[src/rtl/cpu_ctrl_pkg.sv]
// cpu_ctrl_pkg: shared definitions for the multicycle control path.
//  - opcode values of the instruction set
//  - state_t: FSM state encoding (also exported on state_dbg)
//  - mux select / ALU op encodings used by the ALU decoder and datapath
//  - ctrl_t: bundle of all control outputs produced in one cycle
package cpu_ctrl_pkg;

    localparam logic [5:0] OP_J     = 6'b000000;
    localparam logic [5:0] OP_RTYPE = 6'b000001;
    localparam logic [5:0] OP_JAL   = 6'b000111;
    localparam logic [5:0] OP_ADDI  = 6'b011000;
    localparam logic [5:0] OP_SUBI  = 6'b011001;
    localparam logic [5:0] OP_LW    = 6'b011010;
    localparam logic [5:0] OP_SW    = 6'b011011;
    localparam logic [5:0] OP_BEQ   = 6'b011100;
    localparam logic [5:0] OP_BNE   = 6'b011101;

    localparam int STATE_W = 4;

    typedef enum logic [STATE_W-1:0] {
        S_RESET  = 4'd0,
        S_FETCH  = 4'd1,
        S_DECODE = 4'd2,
        S_MEMADR = 4'd3,
        S_MEMRD  = 4'd4,
        S_MEMWB  = 4'd5,
        S_MEMWR  = 4'd6,
        S_EXEC   = 4'd7,
        S_ALUWB  = 4'd8,
        S_IEXEC  = 4'd9,
        S_IWB    = 4'd10,
        S_BRANCH = 4'd11,
        S_JUMP   = 4'd12,
        S_JAL    = 4'd13,
        S_FAULT  = 4'd14
    } state_t;

    localparam logic [1:0] ALUB_REG    = 2'b00;
    localparam logic [1:0] ALUB_FOUR   = 2'b01;
    localparam logic [1:0] ALUB_IMM    = 2'b10;
    localparam logic [1:0] ALUB_IMMSH  = 2'b11;

    localparam logic [1:0] PCSRC_ALU    = 2'b00;
    localparam logic [1:0] PCSRC_ALUOUT = 2'b01;
    localparam logic [1:0] PCSRC_JUMP   = 2'b10;

    localparam logic [1:0] REGDST_RT  = 2'b00;
    localparam logic [1:0] REGDST_RD  = 2'b01;
    localparam logic [1:0] REGDST_R31 = 2'b10;

    localparam logic [1:0] MTR_ALUOUT = 2'b00;
    localparam logic [1:0] MTR_MDR    = 2'b01;
    localparam logic [1:0] MTR_PC     = 2'b10;

    localparam logic [1:0] ALUOP_ADD   = 2'b00;
    localparam logic [1:0] ALUOP_SUB   = 2'b01;
    localparam logic [1:0] ALUOP_FUNCT = 2'b10;
    localparam logic [1:0] ALUOP_SUBI  = 2'b11;

    typedef struct packed {
        logic       mem_req;
        logic       memwrite;
        logic       iord;
        logic       irwrite;
        logic       pcwrite;
        logic [1:0] pcsrc;
        logic       alusrca;
        logic [1:0] alusrcb;
        logic [1:0] aluop;
        logic       regwrite;
        logic [1:0] regdst;
        logic [1:0] memtoreg;
    } ctrl_t;

    // States that hold an outstanding memory access and wait on mem_ready.
    function automatic logic is_mem_wait(state_t s);
        return (s == S_FETCH) || (s == S_MEMRD) || (s == S_MEMWR);
    endfunction

endpackage

[src/rtl/multicycle_ctrl_if.sv]
// multicycle_ctrl_if: controller <-> datapath/memory signal bundle.
//  master (controller): reads op, zero, mem_ready; drives all control
//  enables/selects, fault and state_dbg.
//  slave (datapath/memory side): the mirror image.
interface multicycle_ctrl_if;
    import cpu_ctrl_pkg::*;

    logic [5:0]         op;
    logic               zero;
    logic               mem_ready;
    logic               mem_req;
    logic               memwrite;
    logic               iord;
    logic               irwrite;
    logic               pcwrite;
    logic [1:0]         pcsrc;
    logic               alusrca;
    logic [1:0]         alusrcb;
    logic [1:0]         aluop;
    logic               regwrite;
    logic [1:0]         regdst;
    logic [1:0]         memtoreg;
    logic               fault;
    logic [STATE_W-1:0] state_dbg;

    modport master (
        input  op, zero, mem_ready,
        output mem_req, memwrite, iord, irwrite, pcwrite, pcsrc, alusrca,
               alusrcb, aluop, regwrite, regdst, memtoreg, fault, state_dbg
    );

    modport slave (
        output op, zero, mem_ready,
        input  mem_req, memwrite, iord, irwrite, pcwrite, pcsrc, alusrca,
               alusrcb, aluop, regwrite, regdst, memtoreg, fault, state_dbg
    );

endinterface

[src/rtl/mem_timeout_ctr.sv]
// mem_timeout_ctr: counts consecutive cycles spent waiting on memory.
//  clk, reset (sync, active-low), en (waiting and mem_ready low),
//  clr (not waiting, or access completing), expired (this is the
//  MEM_TIMEOUT-th consecutive waiting cycle with no mem_ready).
module mem_timeout_ctr #(
    parameter int MEM_TIMEOUT = 15
) (
    input  logic clk,
    input  logic reset,
    input  logic en,
    input  logic clr,
    output logic expired
);
    localparam int             CW   = $clog2(MEM_TIMEOUT + 1);
    localparam logic [CW-1:0]  LAST = CW'(MEM_TIMEOUT - 1);

    logic [CW-1:0] cnt;

    always_ff @(posedge clk) begin
        if (!reset)      cnt <= '0;
        else if (clr)    cnt <= '0;
        else if (en)     cnt <= cnt + 1'b1;
    end

    // The count reaches MEM_TIMEOUT on this edge; the FSM leaves for
    // S_FAULT. A mem_ready in this same cycle drops en, so it wins.
    assign expired = en && (cnt == LAST);

endmodule

[src/rtl/multicycle_ctrl.sv]
// multicycle_ctrl: control FSM for the multicycle 32-bit CPU.
//  clk    : clock, rising edge
//  reset  : synchronous, active-low
//  bus    : multicycle_ctrl_if.master -- op/zero/mem_ready in; memory
//           handshake, datapath selects/enables, sticky fault, state_dbg out.
// Outputs are decoded from the state register; irwrite/pcwrite in fetch
// follow mem_ready and branch pcwrite follows zero. op is taken straight
// from the instruction register, which is stable from decode onward.
module multicycle_ctrl
    import cpu_ctrl_pkg::*;
#(
    parameter int MEM_TIMEOUT = 15
) (
    input  logic                clk,
    input  logic                reset,
    multicycle_ctrl_if.master   bus
);

    state_t state;
    logic   fault_q;
    logic   tmo_en, expired;
    ctrl_t  c;

    assign tmo_en = is_mem_wait(state) && !bus.mem_ready;

    mem_timeout_ctr #(.MEM_TIMEOUT(MEM_TIMEOUT)) u_tmo (
        .clk     (clk),
        .reset   (reset),
        .en      (tmo_en),
        .clr     (!tmo_en),
        .expired (expired)
    );

    always_ff @(posedge clk) begin
        if (!reset) begin
            state   <= S_RESET;
            fault_q <= 1'b0;
        end else begin
            case (state)
                S_RESET:  state <= S_FETCH;
                S_FETCH:  if (bus.mem_ready)  state <= S_DECODE;
                          else if (expired) begin state <= S_FAULT; fault_q <= 1'b1; end
                S_DECODE: case (bus.op)
                              OP_LW, OP_SW:     state <= S_MEMADR;
                              OP_RTYPE:         state <= S_EXEC;
                              OP_ADDI, OP_SUBI: state <= S_IEXEC;
                              OP_BEQ, OP_BNE:   state <= S_BRANCH;
                              OP_J:             state <= S_JUMP;
                              OP_JAL:           state <= S_JAL;
                              default: begin    state <= S_FAULT; fault_q <= 1'b1; end
                          endcase
                S_MEMADR: state <= (bus.op == OP_SW) ? S_MEMWR : S_MEMRD;
                S_MEMRD:  if (bus.mem_ready)  state <= S_MEMWB;
                          else if (expired) begin state <= S_FAULT; fault_q <= 1'b1; end
                S_MEMWR:  if (bus.mem_ready)  state <= S_FETCH;
                          else if (expired) begin state <= S_FAULT; fault_q <= 1'b1; end
                S_EXEC:   state <= S_ALUWB;
                S_IEXEC:  state <= S_IWB;
                S_MEMWB, S_ALUWB, S_IWB, S_BRANCH, S_JUMP, S_JAL:
                          state <= S_FETCH;
                S_FAULT:  fault_q <= 1'b1;
                default: begin state <= S_FAULT; fault_q <= 1'b1; end
            endcase
        end
    end

    always_comb begin
        c = '0;
        case (state)
            S_FETCH: begin
                c.mem_req = 1'b1;
                c.irwrite = bus.mem_ready;
                c.pcwrite = bus.mem_ready;     // PC <= PC+4 as the fetch completes
                c.alusrcb = ALUB_FOUR;
                c.aluop   = ALUOP_ADD;
                c.pcsrc   = PCSRC_ALU;
            end
            S_DECODE: begin
                c.alusrcb = ALUB_IMMSH;        // precompute branch target into ALUOut
                c.aluop   = ALUOP_ADD;
            end
            S_MEMADR: begin
                c.alusrca = 1'b1;
                c.alusrcb = ALUB_IMM;
                c.aluop   = ALUOP_ADD;
            end
            S_MEMRD: begin
                c.mem_req = 1'b1;
                c.iord    = 1'b1;
            end
            S_MEMWB: begin
                c.regwrite = 1'b1;
                c.regdst   = REGDST_RT;
                c.memtoreg = MTR_MDR;
            end
            S_MEMWR: begin
                c.mem_req  = 1'b1;
                c.memwrite = 1'b1;
                c.iord     = 1'b1;
            end
            S_EXEC: begin
                c.alusrca = 1'b1;
                c.alusrcb = ALUB_REG;
                c.aluop   = ALUOP_FUNCT;
            end
            S_ALUWB: begin
                c.regwrite = 1'b1;
                c.regdst   = REGDST_RD;
                c.memtoreg = MTR_ALUOUT;
            end
            S_IEXEC: begin
                c.alusrca = 1'b1;
                c.alusrcb = ALUB_IMM;
                c.aluop   = (bus.op == OP_SUBI) ? ALUOP_SUBI : ALUOP_ADD;
            end
            S_IWB: begin
                c.regwrite = 1'b1;
                c.regdst   = REGDST_RT;
                c.memtoreg = MTR_ALUOUT;
            end
            S_BRANCH: begin
                c.alusrca = 1'b1;
                c.alusrcb = ALUB_REG;
                c.aluop   = ALUOP_SUB;
                c.pcsrc   = PCSRC_ALUOUT;
                c.pcwrite = (bus.op == OP_BNE) ? !bus.zero : bus.zero;
            end
            S_JUMP: begin
                c.pcsrc   = PCSRC_JUMP;
                c.pcwrite = 1'b1;
            end
            S_JAL: begin
                // PC already holds PC+4 here, so the link and the jump share a cycle.
                c.regwrite = 1'b1;
                c.regdst   = REGDST_R31;
                c.memtoreg = MTR_PC;
                c.pcsrc    = PCSRC_JUMP;
                c.pcwrite  = 1'b1;
            end
            default: c = '0;
        endcase
    end

    assign bus.mem_req   = c.mem_req;
    assign bus.memwrite  = c.memwrite;
    assign bus.iord      = c.iord;
    assign bus.irwrite   = c.irwrite;
    assign bus.pcwrite   = c.pcwrite;
    assign bus.pcsrc     = c.pcsrc;
    assign bus.alusrca   = c.alusrca;
    assign bus.alusrcb   = c.alusrcb;
    assign bus.aluop     = c.aluop;
    assign bus.regwrite  = c.regwrite;
    assign bus.regdst    = c.regdst;
    assign bus.memtoreg  = c.memtoreg;
    assign bus.fault     = fault_q;
    assign bus.state_dbg = state;

endmodule

[src/flat_wrapper.sv]
// flat-port wrapper written by rule: the top's interface ports become plain ports
module multicycle_ctrl_flat import cpu_ctrl_pkg::*;
#(
    parameter int MEM_TIMEOUT = 15
)
  (clk, reset, bus_op, bus_zero, bus_mem_ready, bus_mem_req, bus_memwrite, bus_iord, bus_irwrite, bus_pcwrite, bus_pcsrc, bus_alusrca, bus_alusrcb, bus_aluop, bus_regwrite, bus_regdst, bus_memtoreg, bus_fault, bus_state_dbg);
  multicycle_ctrl_if bus_i ();
  input  logic clk;
  input  logic reset;
  input wire logic [$bits(bus_i.op)-1:0] bus_op;
  input wire logic [$bits(bus_i.zero)-1:0] bus_zero;
  input wire logic [$bits(bus_i.mem_ready)-1:0] bus_mem_ready;
  output wire logic [$bits(bus_i.mem_req)-1:0] bus_mem_req;
  output wire logic [$bits(bus_i.memwrite)-1:0] bus_memwrite;
  output wire logic [$bits(bus_i.iord)-1:0] bus_iord;
  output wire logic [$bits(bus_i.irwrite)-1:0] bus_irwrite;
  output wire logic [$bits(bus_i.pcwrite)-1:0] bus_pcwrite;
  output wire logic [$bits(bus_i.pcsrc)-1:0] bus_pcsrc;
  output wire logic [$bits(bus_i.alusrca)-1:0] bus_alusrca;
  output wire logic [$bits(bus_i.alusrcb)-1:0] bus_alusrcb;
  output wire logic [$bits(bus_i.aluop)-1:0] bus_aluop;
  output wire logic [$bits(bus_i.regwrite)-1:0] bus_regwrite;
  output wire logic [$bits(bus_i.regdst)-1:0] bus_regdst;
  output wire logic [$bits(bus_i.memtoreg)-1:0] bus_memtoreg;
  output wire logic [$bits(bus_i.fault)-1:0] bus_fault;
  output wire logic [$bits(bus_i.state_dbg)-1:0] bus_state_dbg;
  assign bus_i.op = bus_op;
  assign bus_i.zero = bus_zero;
  assign bus_i.mem_ready = bus_mem_ready;
  assign bus_mem_req = bus_i.mem_req;
  assign bus_memwrite = bus_i.memwrite;
  assign bus_iord = bus_i.iord;
  assign bus_irwrite = bus_i.irwrite;
  assign bus_pcwrite = bus_i.pcwrite;
  assign bus_pcsrc = bus_i.pcsrc;
  assign bus_alusrca = bus_i.alusrca;
  assign bus_alusrcb = bus_i.alusrcb;
  assign bus_aluop = bus_i.aluop;
  assign bus_regwrite = bus_i.regwrite;
  assign bus_regdst = bus_i.regdst;
  assign bus_memtoreg = bus_i.memtoreg;
  assign bus_fault = bus_i.fault;
  assign bus_state_dbg = bus_i.state_dbg;
  multicycle_ctrl #(.MEM_TIMEOUT(MEM_TIMEOUT)) u_core (.clk(clk), .reset(reset), .bus(bus_i));
endmodule
[config.mk]
export PLATFORM = sky130hd
export DESIGN_NAME = multicycle_ctrl_flat
export DESIGN_NICKNAME = d
export VERILOG_FILES = /design/src/rtl/cpu_ctrl_pkg.sv /design/src/rtl/multicycle_ctrl_if.sv /design/src/rtl/mem_timeout_ctr.sv /design/src/rtl/multicycle_ctrl.sv /design/src/flat_wrapper.sv
export SDC_FILE = /design/constraint.sdc
export NUM_CORES = 1
export LEC_CHECK = 0
export ABC_AREA = 1
export BUFFER_PORTS_ARGS = -buffer_cell sky130_fd_sc_hd__buf_4
export CORE_MARGIN = 2
export CORE_UTILIZATION = 44
export DETAILED_ROUTE_END_ITERATION = 7
export GPL_TIMING_DRIVEN = 0
export PLACE_DENSITY_LB_ADDON = 0.15
export SLEW_MARGIN = 10
export SYNTH_ARGS = -nofsm -noshare
export SYNTH_HDL_FRONTEND = slang
export SYNTH_HIERARCHICAL = 1
export SYNTH_SLANG_ARGS = --single-unit
[constraint.sdc]
create_clock -name clk -period 1.9 [get_ports clk]
set_clock_uncertainty 0.15 [all_clocks]
set_input_delay 0.095 -clock clk [delete_from_list [all_inputs] [get_ports clk]]
set_output_delay 0.095 -clock clk [all_outputs]
set_load 0.1 [all_outputs]
==> results.sh, run 1 <==
export IMPL_status="finished, final reports clean"
export IMPL_dp_worst_setup_slack_ns=-0.210
export IMPL_cp_end_kind="register"
export IMPL_yosysWarnings=6
export IMPL_drive_above_1_share=0.432
export IMPL_gp_congestion=0.826
export IMPL_multi_input_area_sq_um=701
export IMPL_crit_buf_inv=2
export IMPL_arrival_ns=1.94
export IMPL_tns_ns=0
export IMPL_cts_tree="built"
export IMPL_synth_seq_area_share=0.203
export IMPL_synth_area_top_cells="dfxtp_1 (20%), nand2_1 (14%), nor2_1 (14%)"
export IMPL_synth_nets=170
export IMPL_relSlewSlack=0.791
export IMPL_peakVddDrop_uv=1080
export IMPL_grt_overflow=0
export IMPL_setup_slack_ns=0.00640
export IMPL_r2r_slack_ns=0.006
export IMPL_synth_top_area_frac=0.203
export IMPL_finalMaxSlewViolations=0
export IMPL_final_cell_count_no_fill=233
export IMPL_clock_sinks=9
export IMPL_core_area_sq_um=1940
export IMPL_num_rows=16
export IMPL_synth_area_sq_um=888
export IMPL_worstPathRequired_ns=1.95
export IMPL_cp_start_kind="register"
export IMPL_die_h_microns=48.9
export IMPL_cts_buffers=3
export IMPL_critPathKind="reg -> reg"
export IMPL_clock_latency_ns=0.26
export IMPL_avgSynthCellArea_sq_um=5.62
export IMPL_critPathTopFamily="simple AND/OR/NAND/NOR gates"
export IMPL_async_reset_ff_frac=0
export IMPL_slowest_delay_ns=0.41
export IMPL_ys_ff_latch=9
export IMPL_drt_wl_total_microns=2560
export IMPL_antenna_found_initial=0
export IMPL_rsz0062_at_grt="yes"
export IMPL_cp_slowest_cell="dfxtp_4"
export IMPL_yosysUniqueCellTypes=23
export IMPL_cp_max_fo=5
export IMPL_fillers=159
export IMPL_synth_edf_count=0
export IMPL_io_buffers=31
export IMPL_min_path_type="in -> reg"
export IMPL_cts_root_buf="clkbuf_4"
export IMPL_register_area_sq_um=195
export IMPL_min_period_ns=1.89
export IMPL_leakagePower_nw=0.741
export IMPL_synth_most_common_cell="nand2_1"
export IMPL_drt_first_pass_iters=4
export IMPL_finalHoldViolCount=0
export IMPL_htree_levels=1
export IMPL_placed_cells=216
export IMPL_powerDensity_nw_per_um2=1710
export IMPL_syn_inst=158
export IMPL_synthFlopType="dfxtp_1"
export IMPL_fmax_mhz=528
export IMPL_grt_max_degree=11
export IMPL_start_util=0.457
export IMPL_grt_pass1_vias=964
export IMPL_nets=219
export IMPL_setup_viol=0
export IMPL_hpwlAfterDp_microns=1880
export IMPL_chipWidth_microns=48.9
export IMPL_synth_common_cells="nand2_1 (34), nor2_1 (33), inv_1 (21), nand3_1 (15)"
export IMPL_pin_count=32
export IMPL_synthToLayoutAreaGrowth_pct=62.5
export IMPL_synth_top_area_cell="dfxtp_1"
export IMPL_drv_cap=0
export IMPL_vias=1177
export IMPL_period_share=0.997
export IMPL_first_iter_violations=31
export IMPL_holdWs_ns=0.100
export IMPL_via_per_inst=5.05
export IMPL_worstPathCellList="inv_6 > nor2_4 > nand2_4 > nand2_4 > nand2_4 > inv_2 > nand2_2 > nor2_4 > nand2_2 > nand2_1 > nand2_1 > nor2_2 > nand2_1 > a21oi_2"
export IMPL_drc=0
export IMPL_clockBufferDepth=2
export IMPL_detail_route_wl_per_cell_microns=11.0
export IMPL_clk_pin_slew_ns=0.07
export IMPL_grt_usage=0.210
export IMPL_antenna_cells=0
export IMPL_tightest_slew_ns=0.313
export IMPL_grt_pass1_wl_microns=4040
export IMPL_dieArea_sq_um=2390
export IMPL_antenna_left=0
==> layout by cell type (no fill, tap or decap), types with 3 or more instances in the layout <==
cell type  synthesis  final
nand4_1            3      3
clkbuf_4           0      3
inv_1             21     18
a21oi_1            9      9
nor2_1            33     28
dfxtp_4            0      4
nand2_4            3      5
o21ai_0            6      4
inv_2              4      3
buf_6              0      3
dfxtp_1            9      5
nand2_2            2      7
nor2_4             1      9
nand3_1           15     15
nand2_1           34     27
buf_4              2     40
==> cell families after synthesis <==
logic type | Yosys count | synth area share
buf+inv | 27 | 0.123
fa+ha+maj | 2 | 0.0282
simple gates | 98 | 0.504
flops | 9 | 0.203
compound gates | 22 | 0.142
==> worst min-delay path, cell delays in order <==
cell	delay, ns
buf_4	0.09
a21oi_1	0.06
nand3_1	0.06
nand2_1	0.05
nor2_1	0.08
nor2_1	0.04
==> path summary, 6_finish.rpt <==
kind / cells after the start / endpoint / startpoint
max: 14 / u_core/bus.fault$_SDFFE_PN0P_ / u_core/bus.state_dbg[2]$_SDFFE_PN0P_
min: 6 / u_core/bus.state_dbg[0]$_SDFFE_PN0P_ / bus_mem_ready
max reg2reg: 14 / u_core/bus.fault$_SDFFE_PN0P_ / u_core/bus.state_dbg[2]$_SDFFE_PN0P_
min reg2reg: 2 / u_core/bus.fault$_SDFFE_PN0P_ / u_core/bus.fault$_SDFFE_PN0P_
==> stage by stage <==
step | power (mW) | area (sq um) | util
CTS | 2.21 | 1310 | 0.675
global placement | 2.02 | 1260 | 0.647
floorplan | 1.73 | 990 | -
detailed placement | 2.03 | 1260 | 0.647
finish | 2.47 | 1440 | 0.744
global route | 2.58 | 1440 | 0.744
==> registers in the layout (all words and copies together) (netlist names) <==
| signal | flops |
|---|---|
| u_core/bus.fault | 1 |
| u_core/bus.state_dbg | 4 |
| u_core/u_tmo/cnt | 4 |
==> per-layer routing <==
| layer | share of wire | routed length (microns) | vias to the layer above | GRT usage |
|---|---|---|---|---|
| li1 | - | - | 601 | - |
| met1 | 0.41 | 1060 | 520 | 0.263 |
| met2 | 0.52 | 1320 | 50 | 0.365 |
| met3 | 0.052 | 132 | 6 | 0.0337 |
| met4 | 0.018 | 46 | 0 | 0.0714 |
| met5 | 0 | 0 | - | 0 |
==> layout make-up <==
class,count,share of cell area
Tap cell,27,0.0234
Timing Repair Buffer,44,0.238
Sequential cell,9,0.135
Inverter,25,0.0745
Buffer,2,0.0243
Clock buffer,3,0.0156
Multi-Input combinational cell,122,0.485
Clock inverter,1,0.00347
==> repair_timing <==
item | CTS | global route
hold buffers | 1 | 0
resized for setup | 4 | 14
pin swaps | 1 | 8
endpoints found under the setup margin | 8 | 8
hold endpoints to repair | 4 | 0
buffers inserted | 1 | 11
==> report_power, final <==
group,internal [mW],switching (mW)
combinational,0.569,1.43
clock,0.0777,0.0746
sequential,0.247,0.0726
total,0.893,1.57
Note: power is estimated with default switching activity, not from simulation.
==> run 2, diff against run 1 <==
Settings changed: CELL_PAD_IN_SITES_DETAIL_PLACEMENT set to 1, CELL_PAD_IN_SITES_GLOBAL_PLACEMENT set to 1, CORE_UTILIZATION 44 to 28.
==> results.sh, run 2 (same netlist as run 1, synthesis figures left out) <==
export IMPL_min_period_ns=1.82
export IMPL_r2r_slack_ns=0.12
export IMPL_dieArea_sq_um=3640
export IMPL_grt_pass1_wl_microns=4800
export IMPL_grt_pass1_vias=1070
export IMPL_placed_cells=233
export IMPL_drv_cap=0
export IMPL_status="finished, final reports clean"
export IMPL_clock_sinks=9
export IMPL_hpwlAfterDp_microns=2310
export IMPL_die_h_microns=60.3
export IMPL_period_share=0.960
export IMPL_htree_levels=1
export IMPL_nets=217
export IMPL_first_iter_violations=43
export IMPL_leakagePower_nw=0.728
export IMPL_cp_start_kind="register"
export IMPL_relSlewSlack=0.797
export IMPL_powerDensity_nw_per_um2=1660
export IMPL_peakVddDrop_uv=486
export IMPL_gp_congestion=0.829
export IMPL_grt_overflow=0
export IMPL_synthToLayoutAreaGrowth_pct=64.8
export IMPL_finalMaxSlewViolations=0
export IMPL_vias=1140
export IMPL_dp_worst_setup_slack_ns=-0.268
export IMPL_core_area_sq_um=3030
export IMPL_io_buffers=31
export IMPL_antenna_left=0
export IMPL_final_cell_count_no_fill=248
export IMPL_detail_route_wl_per_cell_microns=11.7
export IMPL_final_cell_mix="buf_4 (39), nor2_1 (27), nand2_1 (25), inv_1 (18), nand3_1 (15)"
export IMPL_clk_pin_slew_ns=0.06
export IMPL_drive_above_1_share=0.436
export IMPL_drt_wl_total_microns=2910
export IMPL_fmax_mhz=548
export IMPL_via_per_inst=4.60
export IMPL_cts_tree="built"
export IMPL_min_path_type="in -> reg"
export IMPL_cp_endpoint="bus_pcwrite"
export IMPL_setup_viol=0
export IMPL_setup_slack_ns=0.0754
export IMPL_rr_worst_depth=14
export IMPL_tightest_slew_ns=0.303
export IMPL_drt_first_pass_iters=4
export IMPL_grt_usage=0.171
export IMPL_pin_count=32
export IMPL_rsz0062_at_grt="yes"
export IMPL_final_common_cell="buf_4"
export IMPL_start_util=0.293
export IMPL_antenna_found_initial=0
export IMPL_tns_ns=0
export IMPL_antenna_cells=0
export IMPL_drc=0
export IMPL_cts_buffers=3
export IMPL_clockBufferDepth=2
export IMPL_rr_startpoint="u_core/bus.state_dbg[2]$_SDFFE_PN0P_"
export IMPL_worstPathRequired_ns=1.65
export IMPL_arrival_ns=1.58
export IMPL_cp_max_fo=10
export IMPL_finalHoldViolCount=0
export IMPL_grt_max_degree=11
export IMPL_clock_latency_ns=0.26
export IMPL_crit_start="u_core/bus.state_dbg[1]$_SDFFE_PN0P_"
export IMPL_worstReg2RegEnd="u_core/bus.fault$_SDFFE_PN0P_"
export IMPL_cts_root_buf="clkbuf_4"
export IMPL_cp_end_kind="primary output"
export IMPL_critPathKind="reg -> out"
export IMPL_num_rows=20
export IMPL_finalPower_mw=2.43
export IMPL_chipWidth_microns=60.3
## run 2: cell count changes in the layout (fill, tap and decap cells not counted), sizes merged
cell and change:
clkbuf +1, clkinv -1, buf -2
## run 2: metal layers
layer	vias to the layer above	routed length (microns)	global-route usage
met1	514	1330	0.229
met2	25	1460	0.290
li1	597	-	-
met3	4	96	0.0130
met5	-	0	0
met4	0	28	0.0571
## run 2: metrics by stage
step	hold WS [ns]	util	instance area (sq um)
after floorplan	0.0487	-	990
after global placement	0.162	0.422	1280
after detailed placement	0.169	0.422	1280
after CTS	0.118	0.446	1350
after global routing	0.159	0.483	1460
final	0.115	0.483	1460
## run 2: report_power, final
part / total [mW] / internal, mW / switching [mW]
sequential: 0.317 / 0.247 / 0.0705
clock: 0.151 / 0.0811 / 0.0698
combinational: 1.97 / 0.525 / 1.44
total: 2.43 / 0.853 / 1.58
## run 2: critical path: stages (launching register included)
cell	delay, ns
dfxtp_4	0.34
buf_8	0.14
nor2_4	0.11
nand2_4	0.07
buf_4	0.15
nor2_4	0.10
nand3b_1	0.11
buf_4	0.29
## run 2: layout make-up
type | instances | area, sq um
multi-input combinational | 122 | 708
inverter | 25 | 110
clock buffer | 4 | 26.3
sequential | 9 | 195
timing repair buffer | 42 | 334
buffer | 2 | 35.0
tap | 44 | 55.1
fill | 406 | 1560
## run 2: worst min-delay path by stage
stage / startpoint / end / slack [ns] / cells after the start
floorplan: reset / u_core/bus.state_dbg[3]$_SDFFE_PN0P_ / 0.05 / 2
global placement: reset / u_core/bus.state_dbg[3]$_SDFFE_PN0P_ / 0.16 / 3
detailed placement: reset / u_core/bus.state_dbg[3]$_SDFFE_PN0P_ / 0.17 / 3
CTS: bus_mem_ready / u_core/bus.state_dbg[0]$_SDFFE_PN0P_ / 0.12 / 6
global route: bus_op[3] / u_core/bus.state_dbg[1]$_SDFFE_PN0P_ / 0.16 / 5
finish: bus_mem_ready / u_core/bus.state_dbg[0]$_SDFFE_PN0P_ / 0.12 / 6
## run 2: repair_timing
| item | in CTS | in global routing |
|---|---|---|
| endpoints found under the hold margin | 4 | 0 |
| hold buffers | 1 | 0 |
| pin swaps | 3 | 10 |
| setup buffers | 3 | 7 |
| endpoints found under the setup margin | 8 | 8 |
| resized for setup | 5 | 18 |
==> run 3, diff against run 2 <==
Settings changed: CORE_UTILIZATION 28 to 34.
Clock period 1.9 ns to 2.2 ns, I/O delays scaled along.
==> results.sh, run 3 (same netlist as run 1, synthesis figures left out) <==
export IMPL_synthToLayoutAreaGrowth_pct=45.4
export IMPL_cts_tree="built"
export IMPL_drive_above_1_share=0.359
export IMPL_antenna_left=0
export IMPL_top_usage_layer="met2"
export IMPL_via_per_inst=4.95
export IMPL_cp_start_kind="register"
export IMPL_htree_levels=1
export IMPL_cts_buffers=3
export IMPL_vias=1114
export IMPL_switching_share=0.674
export IMPL_fmax_mhz=511
export IMPL_cp_slowest_cell="dfxtp_4"
export IMPL_powerDensity_nw_per_um2=1470
export IMPL_period_share=0.889
export IMPL_setup_viol=0
export IMPL_crit_buf_inv=3
export IMPL_gp_congestion=0.783
export IMPL_clkPwrFrac=0.069
export IMPL_min_period_ns=1.96
export IMPL_drc=0
export IMPL_grt_pass1_wl_microns=4640
export IMPL_tightest_slew_ns=0.276
export IMPL_grt_usage=0.208
export IMPL_worstPathCellList="buf_8 > inv_2 > nand2_1 > nor2_2 > nand3_1 > o21ai_1 > buf_4"
export IMPL_clock_sinks=9
export IMPL_antenna_cells=0
export IMPL_final_common_cell="buf_4"
export IMPL_leakagePower_nw=0.667
export IMPL_arrival_ns=1.70
export IMPL_critPathKind="reg -> out"
export IMPL_finalPower_mw=1.90
export IMPL_p_switching_mw=1.28
export IMPL_status="finished, final reports clean"
export IMPL_cp_end_kind="primary output"
export IMPL_dieArea_sq_um=3040
export IMPL_final_cell_mix="buf_4 (33), nand2_1 (32), nor2_1 (29), inv_1 (18), nand3_1 (15)"
export IMPL_clk_pin_slew_ns=0.07
export IMPL_drt_first_pass_iters=4
export IMPL_clock_latency_ns=0.26
export IMPL_peakVddDrop_uv=869
export IMPL_drv_cap=0
export IMPL_die_h_microns=55.1
export IMPL_finalMaxSlewViolations=0
export IMPL_grtUsageMet3=0.0242
export IMPL_grt_max_degree=11
export IMPL_clockBufferDepth=2
export IMPL_grt_overflow=0
export IMPL_antenna_found_initial=0
export IMPL_fillers=351
export IMPL_cts_root_buf="clkbuf_4"
export IMPL_start_util=0.359
export IMPL_power_frac_seq=0.143
export IMPL_pin_count=32
export IMPL_multi_input_area_sq_um=659
export IMPL_register_area_sq_um=195
export IMPL_slowest_delay_ns=0.34
export IMPL_grt_pass1_vias=1065
export IMPL_cp_max_fo=10
export IMPL_core_area_sq_um=2480
export IMPL_nets=208
export IMPL_first_iter_violations=19
export IMPL_min_path_type="in -> reg"
export IMPL_drt_wl_total_microns=2780
export IMPL_finalHoldViolCount=0
export IMPL_io_buffers=31
export IMPL_critPathTopFamily="buffers and inverters"
export IMPL_detail_route_wl_per_cell_microns=12.4
export IMPL_final_util=0.521
export IMPL_grt_util_met2=0.379
export IMPL_hpwlAfterDp_microns=2300
export IMPL_worstPathRequired_ns=1.94
export IMPL_p_int_mw=0.622
export IMPL_chipWidth_microns=55.1
export IMPL_p_comb_frac=0.788
export IMPL_num_rows=18
export IMPL_met1_usage=0.259
export IMPL_rsz0062_at_grt="no"
export IMPL_relSlewSlack=0.815
## run 3: cell count changes in the layout (fill, tap and decap cells not counted), sizes merged
cell  change
buf       -9
## run 3: metrics by stage
step | instances | setup WS, ns | instance area, sq um | setup TNS (ns) | hold slack [ns]
after global routing | 225 | 0.0663 | 1290 | 0 | 0.170
after detailed placement | 219 | 0.0418 | 1230 | 0 | 0.177
final | 225 | 0.244 | 1290 | 0 | 0.127
after floorplan | 158 | -0.247 | 965 | -0.874 | 0.0637
after global placement | 219 | 0.0756 | 1230 | 0 | 0.171
after CTS | 224 | 0.0482 | 1270 | 0 | 0.127
## run 3: worst paths after layout
kind / from / endpoint / slack (ns) / cells after the start
max reg2reg: u_core/bus.state_dbg[1]$_SDFFE_PN0P_ / u_core/bus.fault$_SDFFE_PN0P_ / 0.25 / 14
min reg2reg: u_core/bus.fault$_SDFFE_PN0P_ / u_core/bus.fault$_SDFFE_PN0P_ / 0.32 / 2
max: u_core/bus.state_dbg[1]$_SDFFE_PN0P_ / bus_aluop[0] / 0.24 / 7
min: bus_mem_ready / u_core/bus.state_dbg[0]$_SDFFE_PN0P_ / 0.13 / 6
## run 3: worst register-to-register path: stages (launching register included)
cell and delay [ns]:
dfxtp_4 0.34, buf_8 0.14, nor2_4 0.14, nand2_4 0.10
nand2_4 0.10, nand2_1 0.09, inv_2 0.07, nand2_1 0.08
nor2_4 0.14, nand2_1 0.08, nand2_1 0.09, nand2_1 0.05
nor2_1 0.13, nand2_1 0.09, a21oi_2 0.11
## run 3: final cells by class
type,instances,area share
Inverter,25,0.0775
Sequential cell,9,0.151
Timing Repair Buffer,33,0.194
Clock buffer,4,0.0203
Buffer,2,0.0174
Tap cell,30,0.0291
Multi-Input combinational cell,122,0.511
## run 3: metal layers
layer / vias up / wire (microns)
li1: 577 / -
met2: 24 / 1390
met4: 0 / 7
met1: 511 / 1270
met3: 2 / 115
met5: - / 0
## run 3: timing repair
action,4_1_cts,5_1_grt
hold endpoints to repair,2,0
hold buffers,1,0
buffers inserted,0,1
pin swaps,0,0
gates resized for setup,1,3
endpoints found under the setup margin,1,5
## run 3: power by group through the flow
stage          Combinational [mW]  Sequential (mW)  Clock (mW)
6_report                     1.50            0.272       0.131
5_1_grt                      1.59            0.281       0.145
4_1_cts                      1.49            0.271       0.138
3_5_place_dp                 1.49            0.274           0
3_3_place_gp                 1.47            0.273           0
2_1_floorplan               0.984            0.493           0
